## config.mk

```make
export PLATFORM = sky130hd
export DESIGN_NAME = sd_dat_tx
export DESIGN_NICKNAME = d
export VERILOG_FILES = /design/src/rtl/sd_tx_pkg.sv /design/src/rtl/sd_crc16_serial.sv /design/src/rtl/sd_dat_tx.sv
export SDC_FILE = /design/constraint.sdc
export NUM_CORES = 1
export LEC_CHECK = 0
export CORE_MARGIN = 3
export CORE_UTILIZATION = 30
export DETAILED_ROUTE_END_ITERATION = 16
export SYNTH_ARGS = -nofsm -noshare
export SYNTH_HDL_FRONTEND = slang
export SYNTH_HIERARCHICAL = 1
export SYNTH_SLANG_ARGS = --single-unit
export TNS_END_PERCENT = 20
```

## constraint.sdc

```tcl
create_clock -name clk -period 2.85 [get_ports clk]
set_input_delay 0.57 -clock clk [delete_from_list [all_inputs] [get_ports clk]]
set_output_delay 0.57 -clock clk [all_outputs]
set_load 0.02 [all_outputs]
```

## src/rtl/sd_tx_pkg.sv

```systemverilog
// Shared types and constants for the SD DAT-line block transmitter.
package sd_tx_pkg;

    typedef enum logic [2:0] {
        ST_IDLE,
        ST_PREP,
        ST_DATA,
        ST_CRC,
        ST_END,
        ST_RELEASE
    } tx_state_t;

    localparam logic [15:0] CRC16_POLY = 16'h1021;
    localparam logic [15:0] CRC16_INIT = 16'h0000;
    localparam logic        START_BIT  = 1'b0;
    localparam logic        END_BIT    = 1'b1;

    function automatic logic [15:0] crc16_next(
        input logic [15:0] crc,
        input logic        b
    );
        crc16_next = {crc[14:0], 1'b0} ^ ((b ^ crc[15]) ? CRC16_POLY : 16'h0000);
    endfunction

endpackage

```

## src/rtl/sd_crc16_serial.sv

```systemverilog
// Bit-serial CRC16-CCITT: accumulates data bits, then shifts the
// remainder out MSB-first through o_msb.
module sd_crc16_serial
    import sd_tx_pkg::*;
(
    input  logic clk,
    input  logic rst,
    input  logic i_clr,
    input  logic i_upd,
    input  logic i_bit,
    input  logic i_shift,
    output logic o_msb
);

    logic [15:0] r_crc;

    always_ff @(posedge clk or posedge rst) begin
        if (rst) begin
            r_crc <= CRC16_INIT;
        end else if (i_clr) begin
            r_crc <= CRC16_INIT;
        end else if (i_upd) begin
            r_crc <= crc16_next(r_crc, i_bit);
        end else if (i_shift) begin
            r_crc <= {r_crc[14:0], 1'b0};
        end
    end

    assign o_msb = r_crc[15];

endmodule

```

## src/rtl/sd_dat_tx.sv

```systemverilog
// Serialises one SD data block (start bit, data, CRC16, end bit) onto
// a single DAT line, paced by the shared SD bit strobe.
module sd_dat_tx
    import sd_tx_pkg::*;
#(
    parameter  int BLOCK_BYTES = 512,
    localparam int CNT_W       = $clog2(BLOCK_BYTES + 1)
) (
    input  logic       clk,
    input  logic       rst,
    input  logic       shift_enable_sd,
    input  logic       start,
    input  logic [7:0] byte_data,
    input  logic       byte_valid,
    output logic       byte_ready,
    output logic       dat_out,
    output logic       dat_oe,
    output logic       busy,
    output logic       done,
    output logic       underrun
);

    localparam logic [CNT_W-1:0] W_LAST = CNT_W'(BLOCK_BYTES);

    tx_state_t        r_state;
    logic [7:0]       r_hold;
    logic             r_hold_full;
    logic [7:0]       r_shift;
    logic [3:0]       r_bits;
    logic [CNT_W-1:0] r_accepted;
    logic [3:0]       r_crc_cnt;
    logic             r_dat_out;
    logic             r_dat_oe;
    logic             r_done;
    logic             r_underrun;

    logic w_ready;
    logic w_take;
    logic w_emit;
    logic w_starve;
    logic w_shift_free;
    logic w_last_bit;
    logic w_crc_msb;

    assign w_ready = (r_state == ST_PREP || r_state == ST_DATA)
                   && !r_hold_full && (r_accepted < W_LAST);
    assign w_take   = byte_valid && w_ready;
    assign w_emit   = shift_enable_sd && r_state == ST_DATA && r_bits != 4'd0;
    assign w_starve = shift_enable_sd && r_state == ST_DATA && r_bits == 4'd0;
    assign w_shift_free = (r_bits == 4'd0) || (w_emit && r_bits == 4'd1);
    assign w_last_bit = w_emit && r_bits == 4'd1 && !r_hold_full
                      && r_accepted == W_LAST;

    sd_crc16_serial u_crc (
        .clk     (clk),
        .rst     (rst),
        .i_clr   (r_state == ST_IDLE && start),
        .i_upd   (w_emit),
        .i_bit   (r_shift[7]),
        .i_shift (shift_enable_sd && r_state == ST_CRC),
        .o_msb   (w_crc_msb)
    );

    // An empty shift register takes the hold byte, or the incoming byte
    // directly, so a tick every clock never starves the line.
    always_ff @(posedge clk or posedge rst) begin
        if (rst) begin
            r_hold      <= '0;
            r_hold_full <= 1'b0;
            r_shift     <= '0;
            r_bits      <= '0;
            r_accepted  <= '0;
        end else if (r_state == ST_IDLE || w_starve) begin
            r_hold_full <= 1'b0;
            r_bits      <= '0;
            if (r_state == ST_IDLE && start) begin
                r_accepted <= '0;
            end
        end else begin
            if (w_take) begin
                r_accepted <= r_accepted + CNT_W'(1);
            end
            if (w_shift_free && r_hold_full) begin
                r_shift     <= r_hold;
                r_bits      <= 4'd8;
                r_hold_full <= 1'b0;
            end else if (w_shift_free && w_take) begin
                r_shift <= byte_data;
                r_bits  <= 4'd8;
            end else begin
                if (w_emit) begin
                    r_shift <= {r_shift[6:0], 1'b0};
                    r_bits  <= r_bits - 4'd1;
                end
                if (w_take) begin
                    r_hold      <= byte_data;
                    r_hold_full <= 1'b1;
                end
            end
        end
    end

    always_ff @(posedge clk or posedge rst) begin
        if (rst) begin
            r_state    <= ST_IDLE;
            r_dat_out  <= 1'b1;
            r_dat_oe   <= 1'b0;
            r_done     <= 1'b0;
            r_underrun <= 1'b0;
            r_crc_cnt  <= '0;
        end else begin
            r_done <= 1'b0;
            unique case (r_state)
                ST_IDLE: begin
                    if (start) begin
                        r_state    <= ST_PREP;
                        r_underrun <= 1'b0;
                    end
                end
                ST_PREP: begin
                    if (shift_enable_sd) begin
                        r_dat_out <= START_BIT;
                        r_dat_oe  <= 1'b1;
                        r_state   <= ST_DATA;
                    end
                end
                ST_DATA: begin
                    if (w_starve) begin
                        r_dat_out  <= 1'b1;
                        r_dat_oe   <= 1'b0;
                        r_underrun <= 1'b1;
                        r_state    <= ST_IDLE;
                    end else if (w_emit) begin
                        r_dat_out <= r_shift[7];
                        if (w_last_bit) begin
                            r_state   <= ST_CRC;
                            r_crc_cnt <= '0;
                        end
                    end
                end
                ST_CRC: begin
                    if (shift_enable_sd) begin
                        r_dat_out <= w_crc_msb;
                        r_crc_cnt <= r_crc_cnt + 4'd1;
                        if (r_crc_cnt == 4'd15) begin
                            r_state <= ST_END;
                        end
                    end
                end
                ST_END: begin
                    if (shift_enable_sd) begin
                        r_dat_out <= END_BIT;
                        r_state   <= ST_RELEASE;
                    end
                end
                ST_RELEASE: begin
                    if (shift_enable_sd) begin
                        r_dat_oe  <= 1'b0;
                        r_dat_out <= 1'b1;
                        r_done    <= 1'b1;
                        r_state   <= ST_IDLE;
                    end
                end
                default: r_state <= ST_IDLE;
            endcase
        end
    end

    assign byte_ready = w_ready;
    assign dat_out    = r_dat_out;
    assign dat_oe     = r_dat_oe;
    assign busy       = (r_state != ST_IDLE);
    assign done       = r_done;
    assign underrun   = r_underrun;

endmodule

```

==> run metrics <==
status finished clean; Hold Crit Class reg2reg; vias in the first global route 2,310; clock buffer count from CTS 9; Leak 0.001461 uW; crit path kind reg2out; final setup violation count 0; reg-to-reg critical path endpoint r_hold[4]; worst rel slew slack 0.5945; Cell Count Post-Placement 456; Nets 352; height of the die 107.4 um; fmax 384.6 MHz; Syn. warnings 6; Arrival @ worst endpoint 2.03 ns; r2r worst-path depth 5; filler instances 985; total global-route track usage 0.1190; Mapped Nets 330; root buffer cell clkbuf_8; Hold Path Depth 2; DR DRC count 0; Die Wd 107.4 um; share of cells above drive strength 1 0.1416; Post-synth EDFFs 0; DRT Pass-1 Iters 4; Tot Pwr 3636 uW; PwrDens 1018 nW/um2; number of synthesized register bits 58; FF-to-FF setup slack 0.71 ns; RSZ-0062 raised after global routing false; drt wl/cell 13.42 um; CP endpoint kind output pin; nature of the critical path startpoint register; Area Overhead vs Synth 15.77%; CP max FO 13; antenna-violating nets left 0; Top FF cell, synth dfrtp_1; Vias/cell 4.890; Resize count post-CTS 0; Initial DRC Count 49; worst r2r src r_state[0]; Rows 36; Final min period 2.600 ns; GPL Wtd Cong 0.7788; Cell variety after synth 59; syn avg cell area 9.889 um2; Final Hold Viols 0; routed via count 2,308; I/O pin count 19; Final Max Tran Viols 0; mapped cell area 3085 um2; CP Data Required Time 2.28 ns; postcts setup bufs 0; global-route wire length before repair 10,930 um; Routed WL 6335 um; largest net degree at the start of global routing 43; clk slew on worst S/H paths 0.07 ns; Tcrit/Tclk final 0.9123; largest buffer count on any clock path 2; die area 11,540 um2; global route overflow 0; Post-DP HPWL 4387 um; final worst slack 0.2499 ns; Seq/Total Area, Yosys 0.4708; Sink Count 58; clk_skew 0.009813 ns; Final Non-Filler Cells 472; dpl ws 0.4221 ns; hold path start u_crc/r_crc[8]; TritonCTS clock tree done; Initial Util 0.3128; Hold Buf Count CTS 0; clock latency on the worst-skew pair 0.35 ns; setup_tns 0 ns; Core Area 9864 um2; PortBufs 18; Max VDD drop 0.4793 mV; Antenna Diode Count 0; Clock H-tree levels 3; Gate Count Post-Synth 312; Slew @ Worst Pin 0.6075 ns; Max-cap violations 0; initial antenna violation count 0; hold path endpoint u_crc/r_crc[8]; ys async rst share 1.000
routing by layer:
layer  wire, um  track usage  vias up
li1           -            -     1150
met1       3159       0.1536     1121
met2       2878       0.1903       29
met3        201      0.03359        8
met4         95      0.04328        0
met5          0            0        -
cell families after synthesis:
kind of cell	Yosys count	share of synthesized area
AND/OR/NAND/NOR	128	0.2328
AO/OA/AOI/OAI	72	0.1500
flip-flops	58	0.4708
buffers and inverters	28	0.04866
multiplexers	11	0.04055
XOR/XNOR	10	0.03691
adder cells (fa/ha/maj)	5	0.02028
power breakdown:
group	switching, uW	internal [uW]	total, uW
combinational	864	742	1610
sequential	240	1120	1360
clock	355	316	671
total	1460	2180	3640
cells in the final DEF, fill, tap and decap left out, types with 6 or more instances in the layout:
master	synthesis	final
clkbuf_8	0	9
a2bb2oi_1	7	7
nand2b_1	18	18
o21ai_0	19	19
dfrtp_1	57	57
a31oi_1	6	6
xnor2_1	7	7
nor2_1	30	30
a22oi_1	8	8
a21oi_1	17	17
nand2_1	25	25
clkdlybuf4s50_1	0	18
nand3_1	13	13
inv_1	9	9
buf_4	8	11
mux2_2	8	8
cell type report:
cell class | instances | area (um2) | area share
Clock buffer | 10 | 127.6 | 0.03573
Clock inverter | 6 | 42.54 | 0.01191
Inverter | 10 | 37.54 | 0.01051
Multi-Input combinational cell | 226 | 1483 | 0.4151
Sequential cell | 58 | 1453 | 0.4067
Tap cell | 133 | 166.4 | 0.04658
Timing Repair Buffer | 29 | 262.8 | 0.07356
synthesized netlist by cell type, drive strengths merged (5+ instances only):
cell type  number  share of area
a211oi          5          0.014
a21oi          17          0.028
a22oi           8          0.019
a2bb2oi         7          0.020
a31oi           6          0.012
buf            14          0.031
dfrtp          57           0.46
ha              5          0.020
inv             9          0.011
mux2            9          0.034
nand2          27          0.036
nand2b         18          0.036
nand3          13          0.021
nor2           30          0.036
nor3            6          0.015
nor4            5          0.012
o21ai          19          0.031
xnor2           7          0.020
worst max path at each step:
| stage | startpoint | end | slack (ns) | depth (start not counted) |
|---|---|---|---|---|
| global route | r_state[2] | byte_ready | 0.15 | 3 |
| floorplan | r_bits[0] | u_crc/r_crc[14] | 0.91 | 8 |
| detailed placement | shift_enable_sd | r_shift[1] | 0.42 | 7 |
| global placement | shift_enable_sd | r_shift[7] | 0.45 | 7 |
| finish | r_state[2] | busy | 0.25 | 4 |
| CTS | r_state[2] | busy | 0.25 | 4 |
worst max-delay path: stages, from the launching register on:
cell and delay [ns]:
dfrtp_1 0.60, nor3_2 0.09, buf_4 0.17, inv_1 0.18, clkdlybuf4s50_1 0.65
state kept, by name, indices dropped and copies added, names as in the netlist:
name and flops:
dat_oe 1, dat_out 1, done 1, r_accepted 10, r_bits 4, r_crc_cnt 4, r_hold 8, r_hold_full 1
r_shift 8, r_state 3, u_crc/r_crc 16, underrun 1
metrics by stage:
stage	hold WS, ns	util	area (um2)
detailed placement	0.4729	0.3449	3402
CTS	0.4924	0.3621	3572
global route	0.5179	0.3621	3572
floorplan	0.4502	-	3085
global placement	0.4663	0.3449	3402
finish	0.4875	0.3621	3572
(Power assumes the default switching activity.)
==> edit 1, RTL diff (same flow settings) <==
Change the parameter `BLOCK_BYTES` from 512 to 256.
--- a/src/rtl/sd_dat_tx.sv
+++ b/src/rtl/sd_dat_tx.sv
@@ -3,7 +3,7 @@
 module sd_dat_tx
     import sd_tx_pkg::*;
 #(
-    parameter  int BLOCK_BYTES = 512,
+    parameter  int BLOCK_BYTES = 256,
     localparam int CNT_W       = $clog2(BLOCK_BYTES + 1)
 ) (
     input  logic       clk,
Formal check against the unedited RTL: no difference found for any inputs over 10 cycles, from zero or initial values and one cycle with rst high; that may be too few to reach the edited logic, so the function may still have changed.
==> edit 1 against the unedited design <==
- count of clock-buffer cells in the layout did not move
- global-route usage fell by 0.060 points
- synthesized cell count fell by 4.8%
- routed wire length fell by 2.6%
- total power fell by 4.5%
- sequential cell count fell by 1
- largest cell class is now sequential cells
- synthesized area fell by 4.3%
- cell area fell by 2.7%
- critical path depth fell by 1
- hold slack got worse by 0.0023 ns
- utilization rose by 0.69 points
- critical endpoint is now byte_ready
- setup slack got worse by 0.034 ns
==> edit 1: results (changes against the unedited design) <==
status=completed (unchanged); Hold Worst Slack=0.4851 ns (was 0.4875 ns); maximum number of pins on one net before global-route repair=42 (was 43); total via count in the routed design=2225 (was 2308); net count after synthesis=315 (was 330); post-layout instance count excluding filler cells=457 (was 472); clk sinks=57 (was 58); final worst clock skew=0.006794 ns (was 0.009813 ns); Critical Path Fanout Max=11 (was 13); arrival time of the worst setup path=2.06 ns (was 2.03 ns); wire length of the first global-routing pass=10450 microns (was 10930 microns); sequential-to-total area share from yosys stat=48.37% (was 47.08%); origin of the worst min-delay path=u_crc/r_crc[2] (was u_crc/r_crc[8]); setup slack of the worst register-to-register path=0.45 ns (was 0.71 ns); fraction of final layout cells with drive strength greater than 1=14.02% (was 14.16%); Met2 Wirelength=2789 microns (was 2878 microns); compound-cell area share of the yosys netlist=15.90% (was 15.00%); total routing resource utilization after global routing=11.84% (was 11.90%); total routed wirelength=6170 microns (was 6335 microns); count of placed standard cells including taps=441 (was 456); hpwl dp=4230 microns (was 4387 microns); Post-Synth XOR/XNOR Area=2.628% (was 3.690%); top post-synthesis cells by area=sky130_fd_sc_hd__dfrtp_1 47%, sky130_fd_sc_hd__mux2_2 4.2%, sky130_fd_sc_hd__nand2_1 3.8% (was sky130_fd_sc_hd__dfrtp_1 46%, sky130_fd_sc_hd__nand2b_1 3.6%, sky130_fd_sc_hd__nor2_1 3.6%); Fillers=964 (was 985); peak supply drop=0.4202 mV (was 0.4793 mV); DR WL met3=273 microns (was 201 microns); peak per-stage delay on the critical path=0.63 ns (was 0.65 ns)
edit 1: cell type report:
class                      instances  share of cell area, %
inverter                          15                  1.620
clock inverter                     6                  1.008
clock buffer                      10                  3.673
tap                              129                  4.645
sequential                        57                  41.09
multi-input combinational        210                  40.19
timing repair buffer              30                  7.778
edit 1: where the power goes:
group	leakage, uW	switching [uW]	internal (uW)
Clock	0.0000818	329	308
Sequential	0.000752	231	1090
Combinational	0.000672	832	682
Total	0.00150	1390	2080
edit 1: how the worst max path moves through the flow:
| stage | startpoint | endpoint | slack (ns) | depth (start not counted) |
|---|---|---|---|---|
| after floorplan | r_state[2] | u_crc/r_crc[5] | 0.77 | 9 |
| after global placement | shift_enable_sd | r_shift[2] | 0.37 | 5 |
| after detailed placement | shift_enable_sd | r_shift[1] | 0.33 | 5 |
| after CTS | r_hold_full | byte_ready | 0.17 | 3 |
| after global routing | r_hold_full | byte_ready | 0.14 | 3 |
| final | r_hold_full | byte_ready | 0.22 | 3 |
==> edit 2, RTL diff (same settings) <==
Made on the original files. Make the reset (`rst`) synchronous in 3 clocked blocks.
--- a/src/rtl/sd_crc16_serial.sv
+++ b/src/rtl/sd_crc16_serial.sv
@@ -14,7 +14,7 @@
 
     logic [15:0] r_crc;
 
-    always_ff @(posedge clk or posedge rst) begin
+    always_ff @(posedge clk) begin
         if (rst) begin
             r_crc <= CRC16_INIT;
         end else if (i_clr) begin
--- a/src/rtl/sd_dat_tx.sv
+++ b/src/rtl/sd_dat_tx.sv
@@ -63,7 +63,7 @@
 
     // An empty shift register takes the hold byte, or the incoming byte
     // directly, so a tick every clock never starves the line.
-    always_ff @(posedge clk or posedge rst) begin
+    always_ff @(posedge clk) begin
         if (rst) begin
             r_hold      <= '0;
             r_hold_full <= 1'b0;
@@ -100,7 +100,7 @@
         end
     end
 
-    always_ff @(posedge clk or posedge rst) begin
+    always_ff @(posedge clk) begin
         if (rst) begin
             r_state    <= ST_IDLE;
             r_dat_out  <= 1'b1;
Formal check against the unedited RTL: differs if rst is asserted again (counterexample within 4 cycles, from zero or initial values and one cycle with rst high); with rst held inactive, the same outputs for 10 cycles.
==> edit 2 against the unedited design <==
- non-clock buffer count increased by 3
- synthesized area decreased by 7.9%
- setup slack improved by 0.022 ns
- cell count increased by 5.1%
- cell area decreased by 3.6%
- sequential cell count unchanged
- utilization increased by 2.1 points
- synthesized cell count increased by 9.6%
- sequential share of layout area decreased by 6.9 points
- via count increased by 7.6%
- routed wire length increased by 2.8%
Power is not compared: it rests on default switching activity, and its combinational part moved more than twofold at a synthesized area within 25%.
==> edit 2: results (changes against the unedited design) <==
status=completed (unchanged); most used standard cells in the synthesized netlist=58 x sky130_fd_sc_hd__dfxtp_1, 46 x sky130_fd_sc_hd__nand2_1, 32 x sky130_fd_sc_hd__a21oi_1 (was 57 x sky130_fd_sc_hd__dfrtp_1, 30 x sky130_fd_sc_hd__nor2_1, 25 x sky130_fd_sc_hd__nand2_1); count of placed standard cells including taps=480 (was 456); endpoint of the worst register-to-register path=u_crc/r_crc[12] (was r_hold[4]); worst reg2reg path startpoint=r_bits[0] (was r_state[0]); net count after synthesis=360 (was 330); Fillers=921 (was 985); synthesized instance count=342 (was 312); hpwl dp=4542 microns (was 4387 microns); wire length of the first global-routing pass=10850 microns (was 10930 microns); sequential-to-total area share from yosys stat=40.86% (was 47.08%); number of unique standard cell types used by synthesis=58 (was 59); first-iteration detailed-routing DRC count=198 (was 49); area taken by flip-flops and latches=1161 sq um (was 1453 sq um); total via count in the routed design=2484 (was 2308); final weighted congestion in routability-driven placement=0.8476 (was 0.7788); total routing resource utilization after global routing=13.01% (was 11.90%); compound-cell area share of the yosys netlist=19.20% (was 15.00%); setup slack of the worst register-to-register path=0.45 ns (was 0.71 ns); buffering overhead=8.288% (was 7.356%); fraction of area in clock buffers and inverters=7.234% (was 4.764%); multiplexer fraction of the synthesized cell area=3.214% (was 4.055%); area taken by multi-input logic gates=1548 sq um (was 1483 sq um); design area=3442 sq um (was 3572 sq um); slowest cell on the critical path=sky130_fd_sc_hd__dfxtp_1 (was sky130_fd_sc_hd__clkdlybuf4s50_1); adder-cell share of the synthesized area=2.202% (was 2.028%); Final #Nets=383 (was 352); count of plain and timing-repair buffers=32 (was 29); Inverters=11 (was 10); Post-Synth XOR/XNOR Area=3.391% (was 3.690%); maximum number of pins on one net before global-route repair=18 (was 43); relative max-transition margin=44.26% (was 59.45%)
## edit 2: cell count changes after synthesis, moves of 7 or more
cell                        change
sky130_fd_sc_hd__a21oi_1       +15
sky130_fd_sc_hd__a221o_1        +7
sky130_fd_sc_hd__a2bb2oi_1      -7
sky130_fd_sc_hd__dfrtp_1       -57
sky130_fd_sc_hd__dfxtp_1       +58
sky130_fd_sc_hd__mux2_2         -7
sky130_fd_sc_hd__nand2_1       +21
sky130_fd_sc_hd__nand2b_1      -15
sky130_fd_sc_hd__nand3_1        +8
sky130_fd_sc_hd__nor3_1         +8
## edit 2: worst max path at each step
stage	cells after the start	startpoint	end
after global routing	3	r_state[2]	busy
after floorplan	10	r_bits[0]	u_crc/r_crc[15]
final	3	r_state[2]	busy
after CTS	3	r_state[2]	busy
after detailed placement	7	shift_enable_sd	u_crc/r_crc[12]
after global placement	5	shift_enable_sd	r_shift[3]
## edit 2: through the flow
step / setup WS (ns) / hold slack, ns / utilization [%] / power, uW
after floorplan: 0.8154 / 0.4315 / - / 1130
after global placement: 0.2289 / 0.4394 / 35.50 / 1264
after detailed placement: 0.2382 / 0.4446 / 35.50 / 1261
after CTS: 0.1510 / 0.4548 / 38.28 / 2227
after global routing: 0.1470 / 0.4743 / 38.35 / 2304
final: 0.2716 / 0.4519 / 38.35 / 2199
## edit 2: routing by layer
layer | GRT usage (%) | part of all wire [%]
met5 | 0 | 0
met4 | 4.582 | 1.3
met3 | 4.829 | 4.8
met2 | 18.94 | 44
met1 | 17.67 | 50
## edit 2: power groups by stage
stage	Combinational, uW	Sequential, uW	Clock (uW)
2_1_floorplan	266	864	0
3_3_place_gp	395	869	0
3_5_place_dp	393	869	0
4_1_cts	396	850	981
5_1_grt	441	855	1010
6_report	397	852	951
